File: config.mk
export PLATFORM = sky130hd
export DESIGN_NAME = fdtd_hy_sweep_ctrl
export DESIGN_NICKNAME = d
export VERILOG_FILES = /design/src/rtl/fdtd_hy_sweep_ctrl.sv
export SDC_FILE = /design/constraint.sdc
export NUM_CORES = 1
export LEC_CHECK = 0
export CAP_MARGIN = 0
export CELL_PAD_IN_SITES_DETAIL_PLACEMENT = 1
export CELL_PAD_IN_SITES_GLOBAL_PLACEMENT = 2
export CORE_MARGIN = 2
export CORE_UTILIZATION = 38
export DETAILED_ROUTE_END_ITERATION = 10
export PLACE_DENSITY = 0.77
export RECOVER_POWER = 50
export SKIP_CTS_REPAIR_TIMING = 1
export SYNTH_ARGS = -nofsm -noshare
export SYNTH_HDL_FRONTEND = slang
export SYNTH_SLANG_ARGS = --single-unit
File: constraint.sdc
create_clock -name CLK -period 3.5 [get_ports CLK]
set_input_delay 0.525 -clock CLK [delete_from_list [all_inputs] [get_ports CLK]]
set_output_delay 0.525 -clock CLK [all_outputs]
set_load 0.02 [all_outputs]
File: src/rtl/fdtd_hy_sweep_ctrl.sv
// Sequencer for the Hy update datapath: sweeps N cells issuing Ez/Hy reads,
// tracks in-flight samples through a tagged valid pipe and issues Hy write-backs.
module fdtd_hy_sweep_ctrl #(
  parameter int ADDR_WIDTH = 10,
  parameter int RD_LAT     = 1,
  parameter int PIPE_LAT   = 6
) (
  input  logic                  CLK,
  input  logic                  RST,
  input  logic                  start,
  input  logic                  abort,
  input  logic [ADDR_WIDTH-1:0] num_cells,
  output logic                  busy,
  output logic                  done,
  output logic                  clken,
  output logic                  ez_rd_en,
  output logic [ADDR_WIDTH-1:0] ez_rd_addr,
  output logic                  hy_rd_en,
  output logic [ADDR_WIDTH-1:0] hy_rd_addr,
  output logic                  hy_wr_en,
  output logic [ADDR_WIDTH-1:0] hy_wr_addr
);

  localparam int LAT = RD_LAT + PIPE_LAT;
  // All pipe stages except the output stage, whose write completes this cycle.
  localparam logic [LAT-1:0] PEND_MASK = {LAT{1'b1}} >> 1;

  typedef enum logic [1:0] {IDLE, RUN, DRAIN, DONE} state_t;

  state_t                  st_q, st_d;
  logic [ADDR_WIDTH-1:0]   k_q, k_d;
  logic [ADDR_WIDTH-1:0]   n_q, n_d;
  logic                    pipe_clr;
  logic [LAT-1:0]          vld_q, vld_d;
  logic [ADDR_WIDTH-1:0]   tag_q [LAT];
  logic [ADDR_WIDTH-1:0]   tag_d [LAT];

  always_ff @(posedge CLK) begin
    if (RST) begin
      st_q  <= IDLE;
      k_q   <= '0;
      n_q   <= '0;
      vld_q <= '0;
    end else begin
      st_q  <= st_d;
      k_q   <= k_d;
      n_q   <= n_d;
      vld_q <= vld_d;
    end
  end

  always_ff @(posedge CLK) begin
    tag_q <= tag_d;
  end

  always_comb begin
    st_d     = st_q;
    k_d      = k_q;
    n_d      = n_q;
    pipe_clr = 1'b0;
    case (st_q)
      IDLE: begin
        if (start) begin
          k_d = '0;
          if (num_cells != '0) begin
            n_d  = num_cells;
            st_d = RUN;
          end else begin
            st_d = DONE;
          end
        end
      end
      RUN: begin
        if (abort) begin
          st_d     = IDLE;
          pipe_clr = 1'b1;
        end else if (k_q == n_q) begin
          st_d = DRAIN;
        end else begin
          k_d = k_q + ADDR_WIDTH'(1);
        end
      end
      DRAIN: begin
        if (abort) begin
          st_d     = IDLE;
          pipe_clr = 1'b1;
        end else if ((vld_q & PEND_MASK) == '0) begin
          st_d = DONE;
        end
      end
      DONE: st_d = IDLE;
      default: st_d = IDLE;
    endcase
  end

  assign busy       = (st_q != IDLE);
  assign done       = (st_q == DONE);
  assign clken      = (st_q == RUN) || (st_q == DRAIN);
  assign ez_rd_en   = (st_q == RUN);
  assign ez_rd_addr = ez_rd_en ? k_q : '0;
  // Slot 0 only primes Ez[0]; Hy reads lag the Ez index by one cell.
  assign hy_rd_en   = (st_q == RUN) && (k_q != '0);
  assign hy_rd_addr = hy_rd_en ? (k_q - ADDR_WIDTH'(1)) : '0;
  assign hy_wr_en   = vld_q[LAT-1];
  assign hy_wr_addr = hy_wr_en ? tag_q[LAT-1] : '0;

  genvar gi;
  generate
    for (gi = 0; gi < LAT; gi++) begin : g_pipe
      if (gi == 0) begin : g_head
        assign vld_d[gi] = pipe_clr ? 1'b0 : (clken ? hy_rd_en : vld_q[gi]);
        assign tag_d[gi] = clken ? hy_rd_addr : tag_q[gi];
      end else begin : g_tail
        assign vld_d[gi] = pipe_clr ? 1'b0 : (clken ? vld_q[gi-1] : vld_q[gi]);
        assign tag_d[gi] = clken ? tag_q[gi-1] : tag_q[gi];
      end
    end
  endgenerate

endmodule

==> key figures <==
Synthesis
  – Synthesized cell area: 4030 sq um
  – Post-synth EDFFs: 70
  – Synth async-reset ratio: 0%
  – Yosys top cell by area: edfxtp_1
  – Post-synthesis sequential area ratio: 66.5%
  – Register bit count reported by yosys: 99
  – Syn Area/Cell: 13.2 sq um
  – Area share of the largest cell type after synthesis: 52.1%
  – Synth warn: 0
  – Post-synth top cells: edfxtp_1, dfxtp_1, nor2_1, and2_1, xnor2_1
  – Syn nets: 327
  – Top post-synthesis cells by area: edfxtp_1, dfxtp_1, xnor2_1
  – Netlist cell types: 46
  – Synth Flop Type: edfxtp_1
  – Mapped Cells: 306
  – Most common cell in the netlist: edfxtp_1

Die
  – Placement Rows: 37
  – Starting Density: 39.1%
  – Die footprint: 11,500 sq um
  – Core footprint: 10,300 sq um
  – Number of top-level pins: 50
  – Die Height: 107 um
  – Die X: 107 um

STA
  – Actual slew at the worst max-slew pin: 1.85 ns
  – TNS Setup: 0 ns
  – Unrepaired setup endpoints after global routing: no
  – Max-slew violation count: 85
  – Final hold vios: 0
  – Crit share post-route: 93.0%
  – Worst relative slew slack: -23.1%
  – Clk_skew: 0.0120 ns
  – Fin crit period: 3.26 ns
  – Final setup viols: 0
  – F_max: 307 MHz

Global route
  – First-pass GRT wire length: 12,800 um
  – GRT overflow: 0
  – Total track usage: 15.0%
  – Largest net degree at the start of global routing: 85
  – Number of global-route vias before repair: 2,447
  – Initial antenna violation count: 0

Detailed routing
  – Final Routed Wirelength: 8010 um
  – Antenna Nets Post-Route: 0
  – Iteration-0 DRC Markers: 79
  – Drt pass-1 iters: 5
  – Via density: 4.92
  – Top layer in use: met4
  – Routed WL per cell: 16.1 um
  – DR WL met3: 186 um
  – DRC: 0
  – Metal-1 WL: 3750 um
  – Met2 wire len: 3920 um
  – Vias: 2,442

Final layout
  – Area of the multi-input gates: 1230 sq um
  – Fin nets: 376
  – Storage element area: 2680 sq um
  – Filler cells: 1,070
  – Fin util: 47.0%
  – Layout cell share with drive strength beyond 1: 10.3%
  – Diodes inserted: 0
  – Area growth, synth to finish: 20.3%
  – Finished Layout Cells: 496

Placement
  – DPL Wire Length: 5500 um
  – GP Congestion: 0.793
  – Port Buffers: 49
  – Placed Cells: 480

Clock network
  – Clock transition at path regs: 0.11 ns
  – CTS tree: built
  – Clock H-tree levels: 3
  – Buffer depth of the longest clock path: 2
  – Clock Sinks: 99
  – Skew-Pair Late Insertion Delay: 0.38 ns
  – Cts bufs inserted: 9
  – Root Buffer: clkbuf_8

Pwr
  – Switching share of power: 28.5%
  – Clock power frac: 27.5%
  – Power density cells: 555 nW/um^2
  – Int Pwr: 1.92 mW
  – Sequential power share: 58.4%
  – Sw power: 0.767 mW
  – Peak supply drop: 0.237 mV
  – Leak pwr: 1.67 nW
  – Gate power share: 14.1%

Hold path
  – Worst Hold Endpoint: tag_q[37]$_DFFE_PN_
  – Hold Startpoint: tag_q[47]$_DFFE_PN_
  – Min-Delay Path Class: reg2reg
  – Worst hold path depth: 0

Setup path
  – CP Launch Type: flop
  – Critical Path RT: 2.97 ns
  – CP Max Fanout: 8
  – Critical path endpoint category: primary output
  – Worst r2r src: st_q[0]$_SDFFE_PP0P_
  – Worst r2r path cells: 6
  – Worst EP arrival: 2.73 ns
  – WS Path Type: reg2out
  – R2R Path End: vld_q[0]$_SDFFE_PP0N_
  – R2R setup slack: 0.80 ns

Outcome
  – Outcome: finished with violations
  – Failing checks: max-capacitance violations, max-slew violations

Run
  – Max Cap Viol: 1
how the worst max path moves through the flow:
stage                                     from                     to  slack [ns]
after floorplan           st_q[0]$_SDFFE_PP0P_  vld_q[6]$_SDFFE_PP0N_        0.60
after global placement     k_q[3]$_SDFFE_PP0P_          hy_rd_addr[7]        0.72
after detailed placement   k_q[0]$_SDFFE_PP0P_          hy_rd_addr[7]        0.65
after CTS                  k_q[0]$_SDFFE_PP0P_          hy_rd_addr[7]        0.21
after global routing       k_q[0]$_SDFFE_PP0P_          hy_rd_addr[7]        0.11
final                      k_q[0]$_SDFFE_PP0P_          hy_rd_addr[7]        0.24
state kept, by name, summed over array words and instances (netlist names):
signal,count
n_q,10
k_q,10
st_q,2
tag_q,70
vld_q,7
power by group through the flow:
stage / combinational (mW) / clock (mW) / sequential, mW
floorplan: 0.262 / 0 / 1.57
global placement: 0.390 / 0 / 1.58
detailed placement: 0.393 / 0 / 1.60
CTS: 0.395 / 0.768 / 1.57
global route: 0.424 / 0.812 / 1.59
finish: 0.380 / 0.741 / 1.57
cells by family after synthesis:
group	count (synthesis)	synth area share, %
compound gates	40	7.70
flops	99	66.5
simple gates	106	13.9
xor+xnor	16	3.66
fa+ha+maj	7	2.17
buf+inv	26	3.04
mux	12	3.04
layout make-up:
| type | count | area share, % |
|---|---|---|
| Timing Repair Buffer | 54 | 10.8 |
| Inverter | 10 | 0.774 |
| Clock buffer | 9 | 2.55 |
| Tap cell | 136 | 3.51 |
| Clock inverter | 7 | 1.73 |
| Sequential cell | 99 | 55.3 |
| Multi-Input combinational cell | 181 | 25.3 |
per-layer routing:
layer  vias to the layer above  track usage (%)
li1                       1209                -
met1                      1182             19.7
met5                         -                0
met4                         0             6.68
met3                        10             2.80
met2                        41             24.2
cell usage in the layout (no fill, tap or decap), types with 3 or more instances in the layout:
| cell | instances |
|---|---|
| mux2i_1 | 10 |
| nand4_1 | 3 |
| o221a_2 | 7 |
| and3_1 | 3 |
| ha_1 | 7 |
| edfxtp_1 | 70 |
| a21oi_1 | 12 |
| clkdlybuf4s50_1 | 48 |
| nor2_1 | 27 |
| nand2_1 | 12 |
| buf_4 | 4 |
| nand2b_1 | 9 |
| and2_1 | 19 |
| inv_8 | 3 |
| nor4_1 | 7 |
| nor3_1 | 7 |
| inv_1 | 8 |
| nand3_1 | 9 |
| o21ai_0 | 10 |
| or3_1 | 3 |
| xnor2_1 | 14 |
| clkbuf_8 | 9 |
| dfxtp_1 | 29 |
stage by stage:
stage                     power (mW)  area (sq um)  hold WS (ns)  setup slack, ns
after floorplan                 1.83          4030         0.400            0.599
after global placement          1.97          4660         0.400            0.717
after detailed placement        1.99          4660         0.405            0.648
after CTS                       2.73          4870         0.428            0.209
after global routing            2.83          4850         0.433            0.109
final                           2.69          4850         0.422            0.245
worst max-delay path: stages, from the launching register on:
cell             delay [ns]
dfxtp_1                0.40
inv_1                  0.11
ha_1                   0.18
or3b_2                 0.48
o41ai_4                0.33
buf_4                  0.23
a21oi_1                0.06
clkdlybuf4s50_1        0.56
Power figures use the tool's default switching activity.
